===== config.mk =====
export PLATFORM = sky130hd
export DESIGN_NAME = avaliador_de_comandos_flat
export DESIGN_NICKNAME = d
export VERILOG_FILES = /design/src/rtl/avaliador_de_comandos_if.sv /design/src/rtl/avaliador_de_comandos.sv /design/src/flat_wrapper.sv
export SDC_FILE = /design/constraint.sdc
export NUM_CORES = 1
export LEC_CHECK = 0
export CORE_ASPECT_RATIO = 1.2
export CORE_MARGIN = 4
export CORE_UTILIZATION = 30
export CTS_CLUSTER_DIAMETER = 100
export DETAILED_ROUTE_END_ITERATION = 10
export GPL_TIMING_DRIVEN = 0
export PLACE_DENSITY = 0.6
export REMOVE_ABC_BUFFERS = 1
export SLEW_MARGIN = 20
export SYNTH_ARGS = -nofsm -noshare
export SYNTH_HDL_FRONTEND = slang
export SYNTH_SLANG_ARGS = --single-unit

===== constraint.sdc =====
create_clock -name clk -period 2.2 [get_ports clk]
set_clock_uncertainty 0.1 [all_clocks]
set_input_delay 0.55 -clock clk [delete_from_list [all_inputs] [get_ports clk]]
set_output_delay 0.55 -clock clk [all_outputs]
set_load 0.02 [all_outputs]

===== src/rtl/avaliador_de_comandos_if.sv =====
// Command-evaluator link: pattern-manager handshake, player input and score outputs.
// slave = the evaluator itself, master = its environment (pattern manager, input logic, display).
interface avaliador_de_comandos_if;
  logic        iniciar;
  logic [3:0]  prox_comando;
  logic        fim_de_jogo;
  logic        jogada_valida;
  logic [3:0]  jogada;
  logic        trocar_comando;
  logic [15:0] pontuacao;
  logic [7:0]  acertos;
  logic [7:0]  erros;
  logic [7:0]  sequencia;
  logic        resultado_valido;
  logic        resultado_acerto;
  logic        jogando;

  modport slave (
    input  iniciar, prox_comando, fim_de_jogo, jogada_valida, jogada,
    output trocar_comando, pontuacao, acertos, erros, sequencia,
           resultado_valido, resultado_acerto, jogando
  );

  modport master (
    output iniciar, prox_comando, fim_de_jogo, jogada_valida, jogada,
    input  trocar_comando, pontuacao, acertos, erros, sequencia,
           resultado_valido, resultado_acerto, jogando
  );
endinterface


===== src/rtl/avaliador_de_comandos.sv =====
// Grades player input against each command from the pattern manager and keeps score.
// Optional COMBO_BONUS_EN: hit value scales x1..x4 with the streak (every 4 hits).
module avaliador_de_comandos #(
  parameter int unsigned JANELA_CICLOS = 50_000_000,
  parameter int unsigned ESPERA_CICLOS = 2,
  parameter int unsigned PONTOS_ACERTO = 10
) (
  input logic                    clk,
  input logic                    rst,
  avaliador_de_comandos_if.slave bus
);

  localparam int unsigned JW = $clog2(JANELA_CICLOS);
  localparam int unsigned EW = (ESPERA_CICLOS > 1) ? $clog2(ESPERA_CICLOS) : 1;

  typedef enum logic [2:0] {
    IDLE,
    PEDIR,
    ASSENTAR,
    JANELA,
    AVALIAR,
    FIM
  } estado_t;

  estado_t     estado_q, estado_d;
  logic [EW-1:0] espera_q, espera_d;
  logic [JW-1:0] janela_q, janela_d;
  logic [3:0]  esperado_q, esperado_d;
  logic        acerto_pend_q, acerto_pend_d;
  logic        trocar_q, trocar_d;
  logic [15:0] pont_q, pont_d;
  logic [7:0]  acertos_q, acertos_d;
  logic [7:0]  erros_q, erros_d;
  logic [7:0]  seq_q, seq_d;
  logic        res_valido_q, res_valido_d;
  logic        res_acerto_q, res_acerto_d;
  logic        jogando_q, jogando_d;

  logic [9:0]  pontos;
  logic [16:0] soma;

  always_comb begin
`ifdef COMBO_BONUS_EN
    logic [1:0] mult;
    mult   = (seq_q[7:2] >= 6'd3) ? 2'd3 : seq_q[3:2];
    pontos = 10'(PONTOS_ACERTO) * (10'(mult) + 10'd1);
`else
    pontos = 10'(PONTOS_ACERTO);
`endif
  end

  // Score sum is one bit wider so overflow can be clamped instead of wrapping.
  assign soma = {1'b0, pont_q} + 17'(pontos);

  always_comb begin
    estado_d      = estado_q;
    espera_d      = espera_q;
    janela_d      = janela_q;
    esperado_d    = esperado_q;
    acerto_pend_d = acerto_pend_q;
    pont_d        = pont_q;
    acertos_d     = acertos_q;
    erros_d       = erros_q;
    seq_d         = seq_q;
    res_acerto_d  = res_acerto_q;
    res_valido_d  = 1'b0;

    unique case (estado_q)
      IDLE, FIM: begin
        if (bus.iniciar) begin
          pont_d       = '0;
          acertos_d    = '0;
          erros_d      = '0;
          seq_d        = '0;
          res_acerto_d = 1'b0;
          estado_d     = PEDIR;
        end
      end
      PEDIR: begin
        espera_d = '0;
        estado_d = ASSENTAR;
      end
      ASSENTAR: begin
        if (espera_q == EW'(ESPERA_CICLOS - 1)) begin
          if (bus.fim_de_jogo) begin
            estado_d = FIM;
          end else begin
            esperado_d = bus.prox_comando;
            janela_d   = '0;
            estado_d   = JANELA;
          end
        end else begin
          espera_d = espera_q + 1'b1;
        end
      end
      JANELA: begin
        janela_d = janela_q + 1'b1;
        // A press on the last window cycle still wins over the timeout.
        if (bus.jogada_valida) begin
          acerto_pend_d = (esperado_q != '0) && (bus.jogada == esperado_q);
          estado_d      = AVALIAR;
        end else if (janela_q == JW'(JANELA_CICLOS - 1)) begin
          acerto_pend_d = (esperado_q == '0);
          estado_d      = AVALIAR;
        end
      end
      AVALIAR: begin
        res_valido_d = 1'b1;
        res_acerto_d = acerto_pend_q;
        if (acerto_pend_q) begin
          acertos_d = (acertos_q == '1) ? acertos_q : acertos_q + 8'd1;
          seq_d     = (seq_q == '1) ? seq_q : seq_q + 8'd1;
          pont_d    = soma[16] ? '1 : soma[15:0];
        end else begin
          erros_d = (erros_q == '1) ? erros_q : erros_q + 8'd1;
          seq_d   = '0;
        end
        estado_d = PEDIR;
      end
      default: estado_d = IDLE;
    endcase

    // Strobes are registered off the state being entered so they align with it.
    trocar_d  = (estado_d == PEDIR);
    jogando_d = (estado_d != IDLE) && (estado_d != FIM);
  end

  always_ff @(posedge clk) begin
    if (rst) begin
      estado_q      <= IDLE;
      espera_q      <= '0;
      janela_q      <= '0;
      esperado_q    <= '0;
      acerto_pend_q <= 1'b0;
      trocar_q      <= 1'b0;
      pont_q        <= '0;
      acertos_q     <= '0;
      erros_q       <= '0;
      seq_q         <= '0;
      res_valido_q  <= 1'b0;
      res_acerto_q  <= 1'b0;
      jogando_q     <= 1'b0;
    end else begin
      estado_q      <= estado_d;
      espera_q      <= espera_d;
      janela_q      <= janela_d;
      esperado_q    <= esperado_d;
      acerto_pend_q <= acerto_pend_d;
      trocar_q      <= trocar_d;
      pont_q        <= pont_d;
      acertos_q     <= acertos_d;
      erros_q       <= erros_d;
      seq_q         <= seq_d;
      res_valido_q  <= res_valido_d;
      res_acerto_q  <= res_acerto_d;
      jogando_q     <= jogando_d;
    end
  end

  assign bus.trocar_comando   = trocar_q;
  assign bus.pontuacao        = pont_q;
  assign bus.acertos          = acertos_q;
  assign bus.erros            = erros_q;
  assign bus.sequencia        = seq_q;
  assign bus.resultado_valido = res_valido_q;
  assign bus.resultado_acerto = res_acerto_q;
  assign bus.jogando          = jogando_q;

endmodule


===== src/flat_wrapper.sv =====
// flat-port wrapper written by rule: the top's interface ports become plain ports
module avaliador_de_comandos_flat 
#(
  parameter int unsigned JANELA_CICLOS = 50_000_000,
  parameter int unsigned ESPERA_CICLOS = 2,
  parameter int unsigned PONTOS_ACERTO = 10
)
  (clk, rst, bus_iniciar, bus_prox_comando, bus_fim_de_jogo, bus_jogada_valida, bus_jogada, bus_trocar_comando, bus_pontuacao, bus_acertos, bus_erros, bus_sequencia, bus_resultado_valido, bus_resultado_acerto, bus_jogando);
  avaliador_de_comandos_if bus_i ();
  input logic clk;
  input logic rst;
  input wire logic [$bits(bus_i.iniciar)-1:0] bus_iniciar;
  input wire logic [$bits(bus_i.prox_comando)-1:0] bus_prox_comando;
  input wire logic [$bits(bus_i.fim_de_jogo)-1:0] bus_fim_de_jogo;
  input wire logic [$bits(bus_i.jogada_valida)-1:0] bus_jogada_valida;
  input wire logic [$bits(bus_i.jogada)-1:0] bus_jogada;
  output wire logic [$bits(bus_i.trocar_comando)-1:0] bus_trocar_comando;
  output wire logic [$bits(bus_i.pontuacao)-1:0] bus_pontuacao;
  output wire logic [$bits(bus_i.acertos)-1:0] bus_acertos;
  output wire logic [$bits(bus_i.erros)-1:0] bus_erros;
  output wire logic [$bits(bus_i.sequencia)-1:0] bus_sequencia;
  output wire logic [$bits(bus_i.resultado_valido)-1:0] bus_resultado_valido;
  output wire logic [$bits(bus_i.resultado_acerto)-1:0] bus_resultado_acerto;
  output wire logic [$bits(bus_i.jogando)-1:0] bus_jogando;
  assign bus_i.iniciar = bus_iniciar;
  assign bus_i.prox_comando = bus_prox_comando;
  assign bus_i.fim_de_jogo = bus_fim_de_jogo;
  assign bus_i.jogada_valida = bus_jogada_valida;
  assign bus_i.jogada = bus_jogada;
  assign bus_trocar_comando = bus_i.trocar_comando;
  assign bus_pontuacao = bus_i.pontuacao;
  assign bus_acertos = bus_i.acertos;
  assign bus_erros = bus_i.erros;
  assign bus_sequencia = bus_i.sequencia;
  assign bus_resultado_valido = bus_i.resultado_valido;
  assign bus_resultado_acerto = bus_i.resultado_acerto;
  assign bus_jogando = bus_i.jogando;
  avaliador_de_comandos #(.JANELA_CICLOS(JANELA_CICLOS), .ESPERA_CICLOS(ESPERA_CICLOS), .PONTOS_ACERTO(PONTOS_ACERTO)) u_core (.clk(clk), .rst(rst), .bus(bus_i));
endmodule

==> impl_results.md <==
* # diodes at 0
* Total Routing Usage GR at 14.22%
* Hold bufs inserted after CTS at 0
* DR DRC count at 0
* Final worst slack at 0.09181 ns
* Num CTS Buffers at 9
* Routability cong. at 0.7923
* Fmax at 0.4743 GHz
* Iteration-0 DRC Markers at 148
* Register area share after synthesis at 37.05%
* Slowest cell on crit path: clkdlybuf4s50_1
* CORE AREA at 0.01388 mm²
* Clk pin slew, worst setup/hold paths at 0.06 ns
* Crit Path Class: flop to output pin
* Rows at 47
* CP required at 1.55 ns
* # port buffers at 56
* Net Switching at 0.0007640 W
* First-pass GRT wire length at 19330 µm
* Nets@finish at 572
* Drt first pass iters at 4
* CP Max Fanout at 8
* Cell family with the largest share of critical-path delay: buffers and inverters
* Yosys cell types at 59
* Worst setup SP type: flop
* Ports at 57
* Reg area at 0.001592 mm²
* Fin Hold WS at 0.3638 ns
* Layout cell share with drive strength beyond 1 at 8.945%
* Clk Latency, worst-skew pair at 0.34 ns
* Hold Crit Class: flop to flop
* Htree depth at 3
* Clock sink total at 79
* VDD IR max at 0.0003459 V
* Largest stage delay, worst path at 0.66 ns
* Slew @ Worst Pin at 0.7707 ns
* Largest net degree at the start of global routing at 39
* Total Die Area at 0.01621 mm²
* RSZ-0062 raised after global routing: false
* Switching Fraction at 22.85%
* Crit. End Element: output pin
* Die width at 116.9 µm
* Max Slew Vio Count at 0
* Number of synthesized flops with an enable pin at 0
* GRT overflow at 0
* CP arrival at 1.46 ns
* Critical path buffer and inverter count at 1
* Fillers at 1413
* Vias in the first global route at 4012
* Routed Wire Length at 11200 µm
* Routed via count at 4068
* WL per Instance at 15.34 µm
* Final hold violation count at 0
* Clock share of power at 49.8%
* Area of the multi-input gates at 0.002546 mm²
* Max-Cap Viols at 0
* Place WS at -0.7550 ns
* Clock Path Buffers at 2
* Status: completed
* Crit share post-route at 95.83%
* Initial core utilization at 30.76%
* P&R area growth vs syn at 25.18%
* Die Span Y at 138.7 µm
* Avg Cell Area, Syn at 8.371 µm²
* Initial antenna violation count at 0
* DR vias/cell at 5.573
* HPWL after DPL at 7636 µm
* Top_reg_cell synth: dfxtp_1
* # setup viols final at 0
* CTS tree: yes
* Combinational share of power at 6.3%
* #FFs+latches synth at 79
* Leakage at 1.688 nW
* Seq pwr share at 43.9%
* Cell breakdown of the critical path: clkdlybuf4s50_1
* Pint at 0.002580 W
* Cells after Synth at 510
* Post-route ant nets at 0
* Worst rel slew slack at 48.62%
* Power Dens Cells at 625.8 mW/mm²
* Minimum clock period at 2.108 ns
* Synth Warn # at 0
* Post-Syn Area at 0.004269 mm²
* Synth async-reset ratio at 0%
* CTS root buffer: clkbuf_16
-- kinds of logic after synthesis --
family,Yosys count,synth area share [%]
flip-flops,79,37.05
buffers and inverters,42,4.572
XOR/XNOR,9,1.846
multiplexers,23,5.393
AO/OA/AOI/OAI,137,20.69
AND/OR/NAND/NOR,215,28.99
adder cells (fa/ha/maj),5,1.465
-- placed cells by master (no fill, tap or decap), types with 16 or more instances in the layout --
cell              n
dfxtp_1          75
clkdlybuf4s50_1  53
nand2_1          48
a21oi_1          41
mux2i_1          23
nor2_1           22
nand3_1          21
or4_1            19
nand4_1          17
o21ai_0          16
nand2b_1         16
o31ai_1          16
-- final cells by class --
type | instances | area share (%)
Clock buffer | 12 | 4.800
Sequential cell | 79 | 29.78
Multi-Input combinational cell | 389 | 47.65
Clock inverter | 4 | 1.428
Timing Repair Buffer | 63 | 11.50
Tap cell | 171 | 4.004
Inverter | 12 | 0.8429
-- routing by layer --
layer / part of all wire, % / vias up / GRT usage [%]
li1: - / 2030 / -
met1: 45 / 1941 / 18.51
met2: 49 / 79 / 23.40
met3: 3.3 / 18 / 2.357
met4: 2.3 / 0 / 5.193
met5: 0 / - / 0
-- synth_stat cells (2+ instances only) --
| library cell | number | area [µm²] |
|---|---|---|
| a2111o_1 | 2 | 22.52 |
| a211o_1 | 3 | 26.28 |
| a211oi_1 | 7 | 52.55 |
| a21o_1 | 6 | 45.04 |
| a21oi_1 | 43 | 215.2 |
| a221oi_1 | 2 | 17.52 |
| a311oi_1 | 3 | 26.28 |
| a31oi_1 | 14 | 87.58 |
| and2_1 | 4 | 25.02 |
| and3_1 | 8 | 50.05 |
| and4_1 | 6 | 52.55 |
| and4bb_2 | 2 | 25.02 |
| buf_2 | 15 | 75.07 |
| buf_6 | 2 | 22.52 |
| clkbuf_1 | 11 | 41.29 |
| dfxtp_1 | 79 | 1582 |
| ha_1 | 5 | 62.56 |
| inv_1 | 12 | 45.04 |
| mux2i_1 | 23 | 230.2 |
| nand2_1 | 48 | 180.2 |
| nand2b_1 | 16 | 100.1 |
| nand3_1 | 21 | 105.1 |
| nand3b_1 | 2 | 15.01 |
| nand4_1 | 17 | 106.4 |
| nor2_1 | 22 | 82.58 |
| nor2b_1 | 3 | 18.77 |
| nor3_1 | 6 | 30.03 |
| nor4_1 | 15 | 93.84 |
| nor4_2 | 2 | 25.02 |
| o2111ai_1 | 3 | 26.28 |
| o211ai_1 | 9 | 67.56 |
| o21a_1 | 3 | 22.52 |
| o21ai_0 | 17 | 85.08 |
| o22ai_1 | 3 | 18.77 |
| o31ai_1 | 16 | 120.1 |
| or2_2 | 7 | 43.79 |
| or3_1 | 5 | 31.28 |
| or4_1 | 20 | 150.1 |
| xnor2_1 | 5 | 43.79 |
| xor2_1 | 4 | 35.03 |
-- power by group through the flow --
stage / Combinational, W / Clock (W) / Sequential (W)
CTS: 0.000210 / 0.00169 / 0.00147
detailed placement: 0.000203 / 0 / 0.00150
finish: 0.000210 / 0.00167 / 0.00147
floorplan: 0.000112 / 0 / 0.00150
global placement: 0.000198 / 0 / 0.00150
global route: 0.000234 / 0.00176 / 0.00147
-- registers in the layout, indices dropped and copies added (netlist names) --
register and flops:
u_core.acerto_pend_q 1, u_core.bus.acertos 8, u_core.bus.erros 8, u_core.bus.jogando 1, u_core.bus.pontuacao 16, u_core.bus.resultado_acerto 1, u_core.bus.resultado_valido 1, u_core.bus.sequencia 8
u_core.bus.trocar_comando 1, u_core.espera_q 1, u_core.esperado_q 4, u_core.estado_q 3, u_core.janela_q 26
-- repair_timing --
item / 4_1_cts / 5_1_grt
endpoints found under the setup margin: 62 / 20
gates cloned: 0 / 0
pin swaps: 3 / 3
setup buffers: 4 / 2
resized for setup: 12 / 7
-- worst paths after layout --
path | start | end | slack, ns | depth (start not counted)
worst max-delay path | u_core.bus.erros[2]$_SDFFE_PP0P_ | bus_erros[2] | 0.09 | 1
worst min-delay path | u_core.bus.pontuacao[0]$_SDFFE_PP0P_ | u_core.bus.pontuacao[0]$_SDFFE_PP0P_ | 0.36 | 2
worst max register to register | u_core.estado_q[1]$_SDFF_PP0_ | u_core.bus.pontuacao[8]$_SDFFE_PP0P_ | 0.14 | 3
worst min register to register | u_core.bus.pontuacao[0]$_SDFFE_PP0P_ | u_core.bus.pontuacao[0]$_SDFFE_PP0P_ | 0.36 | 2
-- per-stage QoR --
step	TNS (ns)	cells	util [%]	power, W	cell area (µm²)
6_report	0	730	38.51	0.003344	5344
2_1_floorplan	-0.2067	480	-	0.001608	4119
4_1_cts	0	728	38.30	0.003370	5315
5_1_grt	0	730	38.51	0.003464	5344
3_3_place_gp	-58.20	707	35.26	0.001695	4893
3_5_place_dp	-29.00	708	35.36	0.001701	4907
(Power assumes the default switching activity.)
